$ cat config.mk
export PLATFORM = sky130hd
export DESIGN_NAME = wave_display_core
export DESIGN_NICKNAME = d
export VERILOG_FILES = /design/src/rtl/wave_display_core.sv
export SDC_FILE = /design/constraint.sdc
export NUM_CORES = 1
export LEC_CHECK = 0
export ABC_AREA = 0
export BUFFER_PORTS_ARGS = -buffer_cell sky130_fd_sc_hd__buf_2
export CAP_MARGIN = 10
export CORE_MARGIN = 8
export CORE_UTILIZATION = 59
export CTS_BUF_LIST = sky130_fd_sc_hd__clkbuf_16
export CTS_CLUSTER_SIZE = 30
export DETAILED_ROUTE_END_ITERATION = 10
export MAX_ROUTING_LAYER = met4
export PLACE_DENSITY = 0.95
export RECOVER_POWER = 25
export SLEW_MARGIN = 20
export SYNTH_ARGS = -nofsm -noshare
export SYNTH_HDL_FRONTEND = slang
export SYNTH_SLANG_ARGS = --single-unit
$ cat constraint.sdc
create_clock -name clk -period 17.9 [get_ports clk]
set_clock_uncertainty 0.2 [all_clocks]
set_input_delay 0.895 -clock clk [delete_from_list [all_inputs] [get_ports clk]]
set_output_delay 0.895 -clock clk [all_outputs]
set_load 0.05 [all_outputs]
$ cat src/rtl/wave_display_core.sv
// ============================================================================
// Module   : wave_display_core
// Purpose  : Oscilloscope pixel generator. Draws the sample-buffer waveform as
//            a thick white trace in the wave window (x 256..767, y 0..511) and,
//            when WAVE_DISPLAY_ICONS_EN is defined, overlays a song-number
//            glyph and play / fast-forward / rewind status icons.
//            Two registered stages: raster in cycle N -> colour in cycle N+2.
// Revision : 1.0 - initial release
// ============================================================================
`default_nettype none

module wave_display_core (
  input  logic        clk,
  input  logic        reset,
  input  logic [10:0] x,
  input  logic [9:0]  y,
  input  logic        valid,
  input  logic [7:0]  read_value,
  input  logic [1:0]  weight,
  input  logic        ff_switch0,
  input  logic        r_switch1,
  input  logic [1:0]  song_num,
  input  logic        play,
  input  logic        read_index,
  output logic [8:0]  read_address,
  output logic        valid_pixel,
  output logic [7:0]  r,
  output logic [7:0]  g,
  output logic [7:0]  b
);

  // Stage-1 raster copy and sample history
  logic [10:0] x_q;
  logic [9:0]  y_q;
  logic        valid_q;
  logic [8:0]  addr_q, addr_prev_q;
  logic [7:0]  cur_q, prev_q;
  // Stage-2 outputs
  logic        valid_pixel_q, valid_pixel_d;
  logic [23:0] rgb_q, rgb_d;

  // Two pixels per sample; x[8] is dropped so both window halves map linearly.
  assign read_address = {read_index, x[9], x[7:1]};

  // Sample arriving now belongs to addr_q; the previous sample becomes the
  // other trace end-point only when the stage-1 address moves on.
  logic [7:0] w_cur, w_prev, w_min, w_max, w_lo, w_hi;
  logic [8:0] w_lo9, w_hi9;
  logic       w_win, w_hit;

  assign w_cur  = {1'b0, read_value[7:1]} + 8'd32;
  assign w_prev = (addr_q != addr_prev_q) ? cur_q : prev_q;
  assign w_min  = (w_prev < w_cur) ? w_prev : w_cur;
  assign w_max  = (w_prev < w_cur) ? w_cur  : w_prev;
  assign w_lo9  = {1'b0, w_min} - {7'd0, weight};
  assign w_hi9  = {1'b0, w_max} + {7'd0, weight};
  assign w_lo   = w_lo9[8] ? 8'd0   : w_lo9[7:0];
  assign w_hi   = w_hi9[8] ? 8'd255 : w_hi9[7:0];
  assign w_hit  = (y_q[8:1] >= w_lo) && (y_q[8:1] <= w_hi);
  assign w_win  = ((x_q[10:8] == 3'b001) || (x_q[10:8] == 3'b010)) && !y_q[9];

  logic        w_icon_on;
  logic [23:0] w_icon_rgb;

`ifdef WAVE_DISPLAY_ICONS_EN
  function automatic logic [7:0] glyph_row(input logic [1:0] digit, input logic [2:0] row);
    logic [63:0] bitmap;
    case (digit)
      2'd0:    bitmap = 64'h3C66_6E76_6666_3C00;
      2'd1:    bitmap = 64'h1838_1818_1818_7E00;
      2'd2:    bitmap = 64'h3C66_060C_3060_7E00;
      default: bitmap = 64'h3C66_061C_0666_3C00;
    endcase
    glyph_row = bitmap[(7 - row) * 8 +: 8];
  endfunction

  logic [10:0] w_sdx, w_pdx, w_fdx, w_rdx;
  logic [9:0]  w_sdy, w_idy;
  logic        w_song_box, w_play_box, w_ff_box, w_rw_box;
  logic [7:0]  w_glyph;
  logic [2:0]  w_half;
  logic        w_song_px, w_play_px, w_ff_px, w_rw_px;

  assign w_sdx = x_q - 11'd815;
  assign w_pdx = x_q - 11'd825;
  assign w_fdx = x_q - 11'd835;
  assign w_rdx = x_q - 11'd845;
  assign w_sdy = y_q - 10'd463;
  assign w_idy = y_q - 10'd480;

  assign w_song_box = (x_q >= 11'd815) && (x_q <= 11'd822) && (y_q >= 10'd463) && (y_q <= 10'd470);
  assign w_play_box = (x_q >= 11'd825) && (x_q <= 11'd832) && (y_q >= 10'd480) && (y_q <= 10'd487);
  assign w_ff_box   = (x_q >= 11'd835) && (x_q <= 11'd842) && (y_q >= 10'd480) && (y_q <= 10'd487);
  assign w_rw_box   = (x_q >= 11'd845) && (x_q <= 11'd852) && (y_q >= 10'd480) && (y_q <= 10'd487);

  // Triangle half-width per row: 1,2,3,4,4,3,2,1
  assign w_half    = {1'b0, (w_idy[2] ? ~w_idy[1:0] : w_idy[1:0])} + 3'd1;
  assign w_glyph   = glyph_row(song_num, w_sdy[2:0]);
  assign w_song_px = w_song_box && w_glyph[3'd7 - w_sdx[2:0]];
  assign w_play_px = w_play_box && ({1'b0, w_pdx[2:0]} < {w_half, 1'b0});
  assign w_ff_px   = w_ff_box   && ({1'b0, w_fdx[1:0]} < w_half);
  assign w_rw_px   = w_rw_box   && ({1'b0, ~w_rdx[1:0]} < w_half);

  // Icon colour select: yellow glyph, green/gray transport shapes
  always_comb begin
    w_icon_on  = 1'b1;
    w_icon_rgb = 24'h000000;
    if (w_song_px)
      w_icon_rgb = 24'hFFFF00;
    else if (w_play_px)
      w_icon_rgb = play ? 24'h00FF00 : 24'h404040;
    else if (w_ff_px)
      w_icon_rgb = ff_switch0 ? 24'h00FF00 : 24'h404040;
    else if (w_rw_px)
      w_icon_rgb = r_switch1 ? 24'h00FF00 : 24'h404040;
    else
      w_icon_on = 1'b0;
  end
`else
  assign w_icon_on  = 1'b0;
  assign w_icon_rgb = 24'h000000;
`endif

  // Inputs and raster bits that only the icon overlay consumes
  logic unused_inputs;
  assign unused_inputs = ^{x_q[7:0], y_q[0], song_num, play, ff_switch0, r_switch1};

  // Stage-2 colour: wave beats icons beats black; invalid raster is black
  always_comb begin
    valid_pixel_d = valid_q & w_win;
    rgb_d         = 24'h000000;
    if (valid_q) begin
      if (w_win && w_hit)
        rgb_d = 24'hFFFFFF;
      else if (w_icon_on)
        rgb_d = w_icon_rgb;
    end
  end

  // Pipeline, sample history and output registers
  always_ff @(posedge clk) begin
    if (!reset) begin
      x_q           <= '0;
      y_q           <= '0;
      valid_q       <= 1'b0;
      addr_q        <= '0;
      addr_prev_q   <= '0;
      cur_q         <= '0;
      prev_q        <= '0;
      valid_pixel_q <= 1'b0;
      rgb_q         <= '0;
    end else begin
      x_q           <= x;
      y_q           <= y;
      valid_q       <= valid;
      addr_q        <= read_address;
      addr_prev_q   <= addr_q;
      cur_q         <= w_cur;
      prev_q        <= w_prev;
      valid_pixel_q <= valid_pixel_d;
      rgb_q         <= rgb_d;
    end
  end

  assign valid_pixel = valid_pixel_q;
  assign r           = rgb_q[23:16];
  assign g           = rgb_q[15:8];
  assign b           = rgb_q[7:0];

endmodule

`default_nettype wire

==> results.sh, run 1 <==
export IMPL_synth_top_cell_by_area="dfxtp_1"
export IMPL_clk_latency_ps=290
export IMPL_antenna_found_initial=0
export IMPL_wl_per_cell_um=14.7
export IMPL_cts_inserted_buffers=5
export IMPL_final_cells=457
export IMPL_cts_hold_buf=0
export IMPL_synth_distinct_cells=49
export IMPL_status="finished, final reports clean"
export IMPL_slew_viol_final=0
export IMPL_clk_pin_slew_ps=70
export IMPL_area_delta_synth_final_pct=8.97
export IMPL_first_global_vias=2371
export IMPL_ios=74
export IMPL_drive_gt1_share_pct=23.3
export IMPL_cpMaxStageDelayCell="mux2i_1"
export IMPL_hold_viol_final=0
export IMPL_grt_max_degree=48
export IMPL_grtUsageTotal_pct=17.9
export IMPL_yosys_most_used_dff="dfxtp_1"
export IMPL_die_y_um=89.4
export IMPL_max_cap_violations=0
export IMPL_row_count=26
export IMPL_finalSetupTns_ps=0
export IMPL_ir_drop_mv=0.0584
export IMPL_netlist_area_um2=3180
export IMPL_gp_congestion=0.889
export IMPL_synth_area_top_cells="dfxtp_1 30%, ha_1 11%, and2_1 8.3%"
export IMPL_synth_warnings=0
export IMPL_finalWorstSetupSlack_ps=10360
export IMPL_syn_avg_cell_area_um2=8.86
export IMPL_clock_sinks=48
export IMPL_place_ws_ps=10430
export IMPL_critPathArrivalTime_ps=7520
export IMPL_fmax_mhz=133
export IMPL_worst_pin_slew_ps=1440
export IMPL_dr_pass1_iters=4
export IMPL_worstSetupPathType="register to register"
export IMPL_numPortBuffers=65
export IMPL_ant_nets=0
export IMPL_cts_buffer_depth=2
export IMPL_start_util_pct=61.5
export IMPL_p_leak_nw=1.77
export IMPL_path_max_fanout=42
export IMPL_power_density_nw_per_um2=93.5
export IMPL_h_tree_depth=2
export IMPL_critical_path_max_stage_delay_ps=650
export IMPL_netlist_area_leader_share_pct=30.2
export IMPL_num_nets_final=456
export IMPL_cts_root_buf="clkbuf_16"
export IMPL_synthCells=359
export IMPL_fill_cells=395
export IMPL_dieArea_um2=8000
export IMPL_dp_final_hpwl_um=5060
export IMPL_finalCriticalPeriod_ps=7540
export IMPL_drt_iter0_markers=198
export IMPL_synth_edf_count=0
export IMPL_hold_path_class="register to register"
export IMPL_antennaDiodeCount=0
export IMPL_fin_crit_sh_pct=42.1
export IMPL_async_reset_ff_share_pct=0
export IMPL_ys_seq_area_share_pct=30.2
export IMPL_wl_um=6720
export IMPL_ys_ff_latch=48
export IMPL_overflow=0
export IMPL_drt_drc_violations_left=0
export IMPL_rsz0062_at_grt="no"
export IMPL_worstPathRequired_ps=17880
export IMPL_dieWidth_um=89.4
export IMPL_crit_top_cell="a21o_1"
export IMPL_grt_pass1_wl_um=11000
export IMPL_dp_cells=449
export IMPL_syn_nets=429
export IMPL_cts_resized_gates=0
export IMPL_startpoint_type="register"
export IMPL_cp_end_kind="register"
export IMPL_cts_tree="yes"
export IMPL_core_area_um2=5170
export IMPL_viasPerCell=5.51
export IMPL_post_cts_buffers=0
export IMPL_setup_viol=0
export IMPL_relSlewSlack_pct=3.95
export IMPL_vias=2518
layer usage:
metal  vias up  part of all wire [%]  track usage, %
met2        79                    51            31.2
met3         9                   6.4            4.23
met5         -                     0               -
li1       1248                     -               -
met1      1182                    41            20.0
met4         0                   1.4            5.14
power breakdown:
part	internal [W]	leakage, nW	switching [W]	total (W)
sequential	0.000112	0.397	0.00000343	0.000116
combinational	0.0000368	1.28	0.0000504	0.0000872
clock	0.0000805	0.0944	0.0000410	0.000121
layout make-up:
cell class                      count  area (um2)  area share, %
Tap cell                           70        87.6           2.53
Inverter                           14        52.6           1.52
Multi-Input combinational cell    252        1850           53.3
Timing Repair Buffer               65         324           9.35
Clock buffer                        5         125           3.61
Sequential cell                    48         961           27.7
Clock inverter                      3        68.8           1.99
final timing paths:
check / cells after the start / startpoint / slack [ps] / to
setup / recovery: 30 / addr_prev_q[8] / 10360 / rgb_q[22]
hold / removal: 1 / y_q[9] / 240 / valid_pixel
setup reg to reg: 30 / addr_prev_q[8] / 10360 / rgb_q[22]
hold reg to reg: 1 / y_q[9] / 240 / valid_pixel
cells in the final DEF, fill, tap and decap left out, types with 2 or more instances in the layout:
cell type,count
buf_2,64
dfxtp_1,48
and2_1,42
ha_1,28
nor2_1,24
nand2_1,18
o21ai_0,15
inv_1,14
a21o_1,12
mux2i_1,11
a21oi_1,10
xor2_1,9
nand4_1,8
nor2b_1,8
xnor2_1,7
nor3_1,7
nand3_1,7
clkbuf_16,5
a211oi_1,4
nor4_1,4
mux2_2,3
o21a_1,2
o31a_1,2
a21oi_2,2
a31oi_1,2
o21ai_2,2
or3_1,2
and3_1,2
nand2b_1,2
fa_1,2
bufinv_16,2
worst max-delay path: cells and delay by family, from the launching register on:
kind / cells / cell delay [ps]
AO/OA/AOI/OAI: 13 / 2540
AND/OR/NAND/NOR: 8 / 1920
adder cells (fa/ha/maj): 4 / 1240
multiplexers: 2 / 870
flip-flops: 1 / 310
buffers and inverters: 2 / 180
XOR/XNOR: 1 / 160
synthesized netlist by cell type (2+ instances only):
| master | instances |
|---|---|
| xor2_1 | 9 |
| nand3_1 | 7 |
| a31oi_1 | 2 |
| inv_1 | 14 |
| o21a_1 | 2 |
| or3_1 | 2 |
| buf_8 | 2 |
| nor4_1 | 4 |
| buf_4 | 34 |
| nand4_1 | 8 |
| nor2b_1 | 8 |
| nor3_1 | 7 |
| fa_1 | 2 |
| and3_1 | 2 |
| clkbuf_1 | 8 |
| o21ai_2 | 2 |
| a21oi_2 | 2 |
| a21oi_1 | 10 |
| mux2_2 | 3 |
| a211oi_1 | 4 |
| o31a_1 | 2 |
| dfxtp_1 | 48 |
| a21o_1 | 12 |
| mux2i_1 | 11 |
| ha_1 | 28 |
| o21ai_0 | 15 |
| nand2_1 | 18 |
| nand2b_1 | 2 |
| nor2_1 | 24 |
| and2_1 | 42 |
| xnor2_1 | 7 |
registers in the layout, indices dropped and copies added (netlist names):
register and cells:
rgb_q 1, addr_prev_q 9, valid_pixel 1, valid_q 1, y_q 9, prev_q 8, addr_q 1, x_q 10
cur_q 8
through the flow:
stage          utilization (%)  hold slack, ps  cell area [um2]  total power [W]
2_1_floorplan                -             184             3180         0.000188
3_3_place_gp              63.3             233             3270         0.000199
3_5_place_dp              63.3             240             3270         0.000203
4_1_cts                   67.0             250             3470         0.000326
5_1_grt                   67.0             264             3470         0.000341
6_report                  67.0             241             3470         0.000324
cell families (layout without fill, tap and decap cells):
family / Yosys count / count (layout) / share of synthesized area (%)
and+or+nand+nor: 131 / 131 / 23.0
AOI/OAI and AO/OA: 60 / 60 / 13.2
buffers and inverters: 59 / 87 / 11.7
DFF: 48 / 48 / 30.2
adders and majority gates: 30 / 30 / 12.3
xor gates and xnor gates: 16 / 16 / 4.41
muxes: 15 / 15 / 5.23
(Power assumes the default switching activity.)
==> run 2: changes to the inputs <==
- CORE_UTILIZATION: 59 -> 54
- PLACE_DENSITY: 0.95 -> 0.9
- clock period: 17.9 -> 7.15 ns (I/O delays scaled with it)
==> run 2 against run 1 <==
Net effect: final cell count is 3.1% higher; worst hold slack worse by 170 ps; worst setup slack worse by 10000 ps; combinational power grew to 2.6 times the previous value; non-clock buffer count is 8 higher; highest routed layer unchanged.
==> results.sh, run 2 (synthesis results as in run 1) <==
export IMPL_critPathBufInv=3
export IMPL_numPortBuffers=65
export IMPL_final_common_cell="buf_2"
export IMPL_die_y_um=92.7
export IMPL_worstSetupPathType="register to register"
export IMPL_overflow=0
export IMPL_cts_buffer_depth=2
export IMPL_worstPathRequired_ps=7130
export IMPL_hold_path_class="primary input to register"
export IMPL_cts_hold_buf=0
export IMPL_row_count=28
export IMPL_hold_viol_final=0
export IMPL_final_cell_mix="64 x buf_2, 48 x dfxtp_1, 38 x and2_1"
export IMPL_largest_reg_flops=10
export IMPL_ir_drop_mv=0.168
export IMPL_cts_root_buf="clkbuf_16"
export IMPL_reg2reg_setup_slack_ps=310
export IMPL_antennaDiodeCount=0
export IMPL_cts_inserted_buffers=5
export IMPL_ios=74
export IMPL_dp_final_hpwl_um=5090
export IMPL_viasPerCell=5.45
export IMPL_slew_viol_final=0
export IMPL_fmax_mhz=146
export IMPL_wl_um=7240
export IMPL_grt_pass1_wl_um=11400
export IMPL_critPathArrivalTime_ps=6820
export IMPL_vias=2569
export IMPL_grtUsageTotal_pct=16.6
export IMPL_clock_sinks=48
export IMPL_path_max_fanout=15
export IMPL_h_tree_depth=2
export IMPL_antenna_found_initial=0
export IMPL_clk_latency_ps=290
export IMPL_ant_nets=0
export IMPL_finalSetupTns_ps=0
export IMPL_p_leak_nw=1.80
export IMPL_num_nets_final=465
export IMPL_worst_pin_slew_ps=1480
export IMPL_crit_top_cell="a21o_1"
export IMPL_dieArea_um2=8600
export IMPL_wl_per_cell_um=15.4
export IMPL_critical_path_max_stage_delay_ps=490
export IMPL_drive_gt1_share_pct=25.8
export IMPL_p_total_w=0.000821
export IMPL_cp_end_kind="register"
export IMPL_drt_drc_violations_left=0
export IMPL_dr_pass1_iters=5
export IMPL_status="finished, final reports clean"
export IMPL_startpoint_type="register"
export IMPL_fin_crit_sh_pct=95.7
export IMPL_largest_register="x_q"
export IMPL_area_delta_synth_final_pct=12.2
export IMPL_relSlewSlack_pct=1.45
export IMPL_dieWidth_um=92.7
export IMPL_setup_viol=0
export IMPL_first_global_vias=2514
export IMPL_cts_tree="yes"
export IMPL_max_cap_violations=0
export IMPL_grt_max_degree=48
export IMPL_cpMaxStageDelayCell="fa_1"
export IMPL_start_util_pct=54.7
export IMPL_critPathTopFamily="compound AO/OA/AOI/OAI gates"
export IMPL_gp_congestion=0.845
export IMPL_drt_iter0_markers=241
export IMPL_clk_pin_slew_ps=70
export IMPL_finalCriticalPeriod_ps=6840
export IMPL_core_area_um2=5820
export IMPL_reg_largest_list="x_q: 10 flops, addr_prev_q: 9 flops, y_q: 9 flops"
export IMPL_power_density_nw_per_um2=230
run 2: per-layer routing:
metal	share of wire, %	wire length (um)	global-route usage, %	up-vias
li1	-	-	-	1274
met1	42	3040	18.7	1196
met2	50	3650	28.2	78
met3	4.8	350	3.56	21
met4	2.8	201	6.44	0
met5	0	0	-	-
run 2: layout make-up:
type,instances,area [um2]
inverter,14,52.6
tap,75,93.8
sequential,48,961
clock buffer,5,125
multi-input combinational,253,1880
fill,505,2250
clock inverter,3,68.8
timing repair buffer,73,384
run 2: report_power, final:
group	leakage [nW]	internal (W)	switching [W]	total (W)
registers	0.397	0.000281	0.00000884	0.000289
logic	1.31	0.0000958	0.000132	0.000228
clock network	0.0944	0.000202	0.000102	0.000304
run 2: path summary, 6_finish.rpt:
| check | endpoint | startpoint | cells after the start |
|---|---|---|---|
| max | rgb_q[22] | addr_prev_q[8] | 30 |
| min | y_q[4] | y[4] | 2 |
| max reg2reg | rgb_q[22] | addr_prev_q[8] | 30 |
| min reg2reg | valid_pixel | x_q[10] | 1 |
run 2: worst reg2reg max path, delay by kind of cell (launching register included):
kind	cells	cell delay, ps
mux	2	390
compound gates	11	2100
simple gates	9	1950
flops	1	310
buf+inv	3	430
fa+ha+maj	4	1190
xor+xnor	1	180
run 2: what timing repair did:
item                       4_1_cts  5_1_grt
setup endpoints to repair        0        1
gates resized for setup          0        4
setup buffers                    0        5
run 2: metrics by stage:
| step | util, % | area, um2 | setup WS [ps] | std cells | hold WS, ps |
|---|---|---|---|---|---|
| final | 61.4 | 3570 | 305 | 471 | 71.0 |
| after global routing | 61.4 | 3570 | -126 | 471 | 71.6 |
| after CTS | 60.1 | 3500 | 246 | 465 | 72.6 |
| after detailed placement | 56.8 | 3300 | 392 | 457 | 217 |
| after global placement | 56.8 | 3300 | 603 | 457 | 219 |
| after floorplan | - | 3180 | 468 | 359 | 184 |
